## src/rtl/operand_bypass.sv

```systemverilog
// operand_bypass: ID-to-EXE pipeline register with operand forwarding.
//
// Operand 1 and operand 2 each come from the register file or from a later
// pipeline stage (EXE/MEM result or SP). The stack pointer comes from the ID
// read or from the EXE/MEM SP values. Every output is a flop, so the block
// adds exactly one cycle of latency and has no input-to-output path.
// On each clock edge the first matching rule applies:
//   1. flush_i: load a bubble (all outputs zero).
//   2. stall_i: load a bubble (all outputs zero).
//   3. otherwise (advance): load the ID instruction and its resolved operands.
// A reserved select code that arrives on an advance cycle sets the sticky
// bad_code_o flag. Only reset clears it.
//
// Optional feature, enabled by defining the macro BEXKAT1_BYPASS_PERF_EN:
//   stall_cnt_o counts stall cycles and fwd_cnt_o counts forwarded
//   instructions. Both are 16-bit counters that saturate at 16'hFFFF.
//   When the macro is undefined, both counters are tied to zero.

module operand_bypass #(
   parameter int WIDTH = 32
) (
   input  logic             clk_i,
   input  logic             rst_i,
   input  logic             stall_i,
   input  logic             flush_i,
   input  logic [2:0]       hazard1_i,
   input  logic [2:0]       hazard2_i,
   input  logic [1:0]       sp_hazard_i,
   input  logic [63:0]      id_ir_i,
   input  logic [WIDTH-1:0] id_data1_i,
   input  logic [WIDTH-1:0] id_data2_i,
   input  logic [WIDTH-1:0] id_sp_i,
   input  logic [WIDTH-1:0] exe_result_i,
   input  logic [WIDTH-1:0] exe_sp_i,
   input  logic [WIDTH-1:0] mem_result_i,
   input  logic [WIDTH-1:0] mem_sp_i,
   output logic [63:0]      exe_ir_o,
   output logic             exe_valid_o,
   output logic [WIDTH-1:0] exe_data1_o,
   output logic [WIDTH-1:0] exe_data2_o,
   output logic [WIDTH-1:0] exe_sp_o,
   output logic             bad_code_o,
   output logic [15:0]      stall_cnt_o,
   output logic [15:0]      fwd_cnt_o
);

   // What the pipeline register does on the coming edge.
   typedef enum logic [1:0] {
      MODE_FLUSH   = 2'd0,
      MODE_STALL   = 2'd1,
      MODE_ADVANCE = 2'd2
   } mode_e;

   localparam logic [63:0]      BUBBLE_IR = 64'h0;
   localparam logic [WIDTH-1:0] ZERO_W    = {WIDTH{1'b0}};

   // Operand select: pick the register-file value or a forwarded stage value.
   // Reserved codes fall back to the register-file value.
   function automatic logic [WIDTH-1:0] sel_operand(
      input logic [2:0]       code,
      input logic [WIDTH-1:0] rf_val,
      input logic [WIDTH-1:0] mem_res,
      input logic [WIDTH-1:0] exe_res,
      input logic [WIDTH-1:0] mem_sp,
      input logic [WIDTH-1:0] exe_sp
   );
      logic [WIDTH-1:0] val;
      case (code)
         3'd0:    val = rf_val;
         3'd1:    val = mem_res;
         3'd2:    val = exe_res;
         3'd3:    val = mem_sp;
         3'd4:    val = exe_sp;
         default: val = rf_val;
      endcase
      return val;
   endfunction

   // Stack-pointer select. Reserved code 3 falls back to the ID-stage SP.
   function automatic logic [WIDTH-1:0] sel_sp(
      input logic [1:0]       code,
      input logic [WIDTH-1:0] id_sp,
      input logic [WIDTH-1:0] exe_sp,
      input logic [WIDTH-1:0] mem_sp
   );
      logic [WIDTH-1:0] val;
      case (code)
         2'd0:    val = id_sp;
         2'd1:    val = exe_sp;
         2'd2:    val = mem_sp;
         default: val = id_sp;
      endcase
      return val;
   endfunction

   // Operand codes 5..7 are unassigned.
   function automatic logic op_code_reserved(input logic [2:0] code);
      return (code >= 3'd5);
   endfunction

   // SP code 3 is unassigned.
   function automatic logic sp_code_reserved(input logic [1:0] code);
      return (code == 2'd3);
   endfunction

   mode_e            mode_s;
   logic             reserved_s;
   logic             any_fwd_s;

   logic [63:0]      ir_d,    ir_q;
   logic             valid_d, valid_q;
   logic [WIDTH-1:0] data1_d, data1_q;
   logic [WIDTH-1:0] data2_d, data2_q;
   logic [WIDTH-1:0] sp_d,    sp_q;
   logic             bad_d,   bad_q;

   // Decide the update mode (flush over stall over advance) and classify the select codes.
   always_comb begin
      mode_s     = MODE_ADVANCE;
      reserved_s = 1'b0;
      any_fwd_s  = 1'b0;
      if (flush_i) begin
         mode_s = MODE_FLUSH;
      end else if (stall_i) begin
         mode_s = MODE_STALL;
      end else begin
         mode_s = MODE_ADVANCE;
      end
      reserved_s = op_code_reserved(hazard1_i) | op_code_reserved(hazard2_i) |
                   sp_code_reserved(sp_hazard_i);
      any_fwd_s  = (hazard1_i != 3'd0) | (hazard2_i != 3'd0) | (sp_hazard_i != 2'd0);
   end

   // Next-state for the pipeline register: a bubble on flush/stall, resolved operands on advance.
   always_comb begin
      ir_d    = BUBBLE_IR;
      valid_d = 1'b0;
      data1_d = ZERO_W;
      data2_d = ZERO_W;
      sp_d    = ZERO_W;
      bad_d   = bad_q;
      case (mode_s)
         MODE_ADVANCE: begin
            ir_d    = id_ir_i;
            valid_d = (id_ir_i != BUBBLE_IR);
            data1_d = sel_operand(hazard1_i, id_data1_i, mem_result_i, exe_result_i,
                                  mem_sp_i, exe_sp_i);
            data2_d = sel_operand(hazard2_i, id_data2_i, mem_result_i, exe_result_i,
                                  mem_sp_i, exe_sp_i);
            sp_d    = sel_sp(sp_hazard_i, id_sp_i, exe_sp_i, mem_sp_i);
            if (reserved_s) begin
               bad_d = 1'b1;
            end else begin
               bad_d = bad_q;
            end
         end
         MODE_FLUSH, MODE_STALL: begin
            ir_d    = BUBBLE_IR;
            valid_d = 1'b0;
            data1_d = ZERO_W;
            data2_d = ZERO_W;
            sp_d    = ZERO_W;
            bad_d   = bad_q;
         end
         default: begin
            ir_d    = BUBBLE_IR;
            valid_d = 1'b0;
            data1_d = ZERO_W;
            data2_d = ZERO_W;
            sp_d    = ZERO_W;
            bad_d   = bad_q;
         end
      endcase
   end

   // Pipeline register and sticky reserved-code flag.
   always_ff @(posedge clk_i or negedge rst_i) begin
      if (!rst_i) begin
         ir_q    <= BUBBLE_IR;
         valid_q <= 1'b0;
         data1_q <= ZERO_W;
         data2_q <= ZERO_W;
         sp_q    <= ZERO_W;
         bad_q   <= 1'b0;
      end else begin
         ir_q    <= ir_d;
         valid_q <= valid_d;
         data1_q <= data1_d;
         data2_q <= data2_d;
         sp_q    <= sp_d;
         bad_q   <= bad_d;
      end
   end

   assign exe_ir_o    = ir_q;
   assign exe_valid_o = valid_q;
   assign exe_data1_o = data1_q;
   assign exe_data2_o = data2_q;
   assign exe_sp_o    = sp_q;
   assign bad_code_o  = bad_q;

`ifdef BEXKAT1_BYPASS_PERF_EN
   logic [15:0] stall_cnt_d, stall_cnt_q;
   logic [15:0] fwd_cnt_d,   fwd_cnt_q;

   // Saturating performance counters: stall cycles, and valid instructions that use any forwarding path.
   always_comb begin
      stall_cnt_d = stall_cnt_q;
      fwd_cnt_d   = fwd_cnt_q;
      if ((mode_s == MODE_STALL) && (stall_cnt_q != 16'hFFFF)) begin
         stall_cnt_d = stall_cnt_q + 16'd1;
      end else begin
         stall_cnt_d = stall_cnt_q;
      end
      if ((mode_s == MODE_ADVANCE) && (id_ir_i != BUBBLE_IR) && any_fwd_s &&
          (fwd_cnt_q != 16'hFFFF)) begin
         fwd_cnt_d = fwd_cnt_q + 16'd1;
      end else begin
         fwd_cnt_d = fwd_cnt_q;
      end
   end

   // Counter registers.
   always_ff @(posedge clk_i or negedge rst_i) begin
      if (!rst_i) begin
         stall_cnt_q <= 16'h0;
         fwd_cnt_q   <= 16'h0;
      end else begin
         stall_cnt_q <= stall_cnt_d;
         fwd_cnt_q   <= fwd_cnt_d;
      end
   end

   assign stall_cnt_o = stall_cnt_q;
   assign fwd_cnt_o   = fwd_cnt_q;
`else
   logic unused_perf_s;
   assign unused_perf_s = any_fwd_s;
   assign stall_cnt_o   = 16'h0;
   assign fwd_cnt_o     = 16'h0;
`endif

endmodule

```

## config.mk

```make
export PLATFORM = sky130hd
export DESIGN_NAME = operand_bypass
export DESIGN_NICKNAME = d
export VERILOG_FILES = /design/src/rtl/operand_bypass.sv
export SDC_FILE = /design/constraint.sdc
export NUM_CORES = 1
export LEC_CHECK = 0
export CAP_MARGIN = 20
export CORE_AREA = 8 8 187 189
export CTS_BUF_LIST = sky130_fd_sc_hd__clkbuf_4 sky130_fd_sc_hd__clkbuf_8 sky130_fd_sc_hd__clkbuf_16
export CTS_CLUSTER_DIAMETER = 150
export DETAILED_ROUTE_END_ITERATION = 6
export DIE_AREA = 0 0 195 197
export SYNTH_ARGS = -nofsm -noshare
export SYNTH_HDL_FRONTEND = slang
export SYNTH_SLANG_ARGS = --single-unit
```

## constraint.sdc

```tcl
create_clock -name clk_i -period 0.8 [get_ports clk_i]
set_input_delay 0.2 -clock clk_i [delete_from_list [all_inputs] [get_ports clk_i]]
set_output_delay 0.2 -clock clk_i [all_outputs]
set_load 0.005 [all_outputs]
```

==> metrics.md <==
| Metric | Value |
|---|---|
| Vias in the first global route | `11.5k` |
| Reg clk slew, reported paths | `0.06 ns` |
| Largest net degree at the start of global routing | `49` |
| Fin. max-slew vios | `0` |
| DRC viols | `0` |
| Met3 WL | `5130 µm` |
| RSZ-0062 raised after global routing | `yes` |
| Synthesis-to-finish area growth | `107%` |
| Dpl hpwl | `40000 µm` |
| Worst setup margin | `-0.438 ns` |
| First-pass DRT Iterations | `6` |
| Worst Setup SP | `exe_sp_o[31]` |
| RR Startpoint | `bad_code_o` |
| Metal-1 WL | `21300 µm` |
| Worst path slowest cell | `dfrtp_2` |
| Final setup viols | `259` |
| Crit-path cells | `buf_6` |
| Final period util | `155%` |
| Pwr Total | `25.8 mW` |
| Hold_sp | `id_ir_i[0]` |
| Width of the chip | `195 µm` |
| Kind of capture point of the worst setup path | `primary output` |
| # rows | `66` |
| Initial Util | `27.0%` |
| Crit path kind | `reg -> out` |
| Post-DP Area | `15200 µm²` |
| Synth warnings | `0` |
| Flops & latches, synth | `162` |
| Setup crit start kind | `register` |
| Worst clock skew | `0 ns` |
| Initial antenna violation count | `21` |
| Routability congestion estimate | `0.956` |
| Count of flip-flops with a built-in enable after synthesis | `0` |
| Num CTS Buffers | `17` |
| Crit path max fanout | `1` |
| Most frequent cells in the layout | `clkdlybuf4s50_1, dfrtp_1, buf_2` |
| PwrDens | `1440 nW/µm²` |
| Share of cells above drive strength 1 | `51.2%` |
| H-tree Lvls | `4` |
| MaxCap Viol Count | `0` |
| Vias/cell | `5.26` |
| Register area share after synthesis | `46.9%` |
| Top routing layer used | `met5` |
| Area of the core | `32000 µm²` |
| IO buf count | `461` |
| Synthesized area per cell | `9.63 µm²` |
| Worst-case clock buffer depth | `2` |
| Critical Path AT | `1.04 ns` |
| DR iter-0 viols | `690` |
| Final hold viol count | `0` |
| Count of cell types in the netlist | `47` |
| Setup slack at placement | `-1.07 ns` |
| Top Ports | `494` |
| Crit path buf inv count | `1` |
| Die Height | `197 µm` |
| Worst Hold Class | `in -> reg` |
| Multi-input gate area | `5450 µm²` |
| Metal2 WL | `29600 µm` |
| Reg area | `4060 µm²` |
| Peak Freq | `808 MHz` |
| Peak supply drop | `1330 µV` |
| Required @ worst endpoint | `0.60 ns` |
| CTS tree | `yes` |
| Avg WL per Cell | `29.6 µm` |
| Post-route cell area | `17900 µm²` |
| Die ar. | `38400 µm²` |
| Total number of vias | `10.4k` |
| Delay of the slowest critical-path stage | `0.47 ns` |
| First-pass GRT wire length | `80800 µm` |
| Total global routing overflow | `0` |
| Fill cells | `2806` |
| Commonest non-fill, non-tap cell in the layout | `clkdlybuf4s50_1` |
| Nets | `1850` |
| Family with the most delay on the worst path | `flip-flops` |
| Synth Flop Type | `dfrtp_1` |
| Antenna-violating nets left | `0` |
| WL final | `58300 µm` |
| Clock Tree Root | `clkbuf_16` |
| Final min period | `1.24 ns` |
| Failing checks | `negative setup slack` |
| Synthesized instance count | `897` |
| Total track usage | `28.8%` |
| Worst-Skew Late Latency | `0.42 ns` |
| Synthesized area | `8640 µm²` |
| CTS Sinks | `162` |
| Leakage | `8.09 nW` |
| Run status | `complete, but fails checks` |
| Fraction of registers with async set/reset | `100%` |
power by group:
group | switching [mW] | internal, mW
Sequential | 0.143 | 8.56
Clock | 3.66 | 5.15
Combinational | 3.94 | 4.33
Total | 7.74 | 18.0
metrics by stage:
stage	hold WS (ns)	setup TNS, ns	std cells	utilization [%]
floorplan	-0.0956	-24.11	928	-
global placement	0.0609	-163.95	1846	47.3
detailed placement	0.0673	-164.74	1846	47.3
CTS	0.0107	-63.20	1953	53.2
global route	0.0164	-68.58	1972	55.9
finish	0.0140	-61.18	1973	55.9
registers in the layout, indices dropped and copies added, names as in the netlist:
| register | cells |
|---|---|
| bad_code_o | 1 |
| exe_valid_o | 1 |
| exe_ir_o | 64 |
| exe_data1_o | 32 |
| exe_sp_o | 32 |
| exe_data2_o | 32 |
final cells by class:
class,instances,share of cell area (%)
Antenna cell,10,0.140
Clock buffer,17,2.38
Clock inverter,10,0.895
Inverter,34,0.769
Multi-Input combinational cell,621,30.4
Sequential cell,162,22.7
Tap cell,408,2.85
Timing Repair Buffer,711,39.9
final timing paths:
| path | to | depth (start not counted) | slack (ns) |
|---|---|---|---|
| max in group asynchronous | exe_ir_o[14] | 3 | 0.06 |
| min reg2reg | bad_code_o | 1 | 0.53 |
| max reg2reg | bad_code_o | 1 | 0.13 |
| min | exe_ir_o[0] | 2 | 0.01 |
| min in group asynchronous | exe_data2_o[7] | 2 | 0.18 |
| max | exe_sp_o[31] | 1 | -0.44 |
kinds of logic (layout without fill, tap and decap cells):
family	Yosys count	after routing	synth area share, %
DFF	162	162	46.9
xor gates and xnor gates	1	1	0.188
adders and majority gates	3	3	0.434
AOI/OAI and AO/OA	350	350	25.6
and+or+nand+nor	214	216	14.4
muxes	19	19	2.35
other	1	42	0.0434
buffers and inverters	147	772	10.1
per-layer routing:
| metal | global-route usage [%] | vias up |
|---|---|---|
| met3 | 8.77 | 136 |
| met1 | 31.3 | 5133 |
| met4 | 12.5 | 8 |
| met5 | 0 | - |
| met2 | 51.5 | 632 |
| li1 | - | 4468 |
Yosys cell counts, drive strengths merged (2+ instances only):
cell type	number	area [µm²]
o211ai	14	105
o22a	15	144
clkbuf	29	110
nand2b	19	134
dfrtp	162	4050
nand4	4	25.0
nor3	17	161
and2	64	400
nor2b	2	20.0
ha	3	37.5
mux2i	18	180
nor4	17	106
nand2	17	63.8
buf	84	632
a22oi	63	473
inv	33	124
o22ai	62	469
nor2	69	283
a21oi	143	716
o21ai	50	277
what timing repair did:
item,CTS,global route
hold buffers,6,3
gates cloned,30,6
setup endpoints to repair,324,267
hold endpoints to repair,167,3
pin swaps,109,90
resized for setup,1119,197
buffers inserted,49,14
Power figures use the tool's default switching activity.
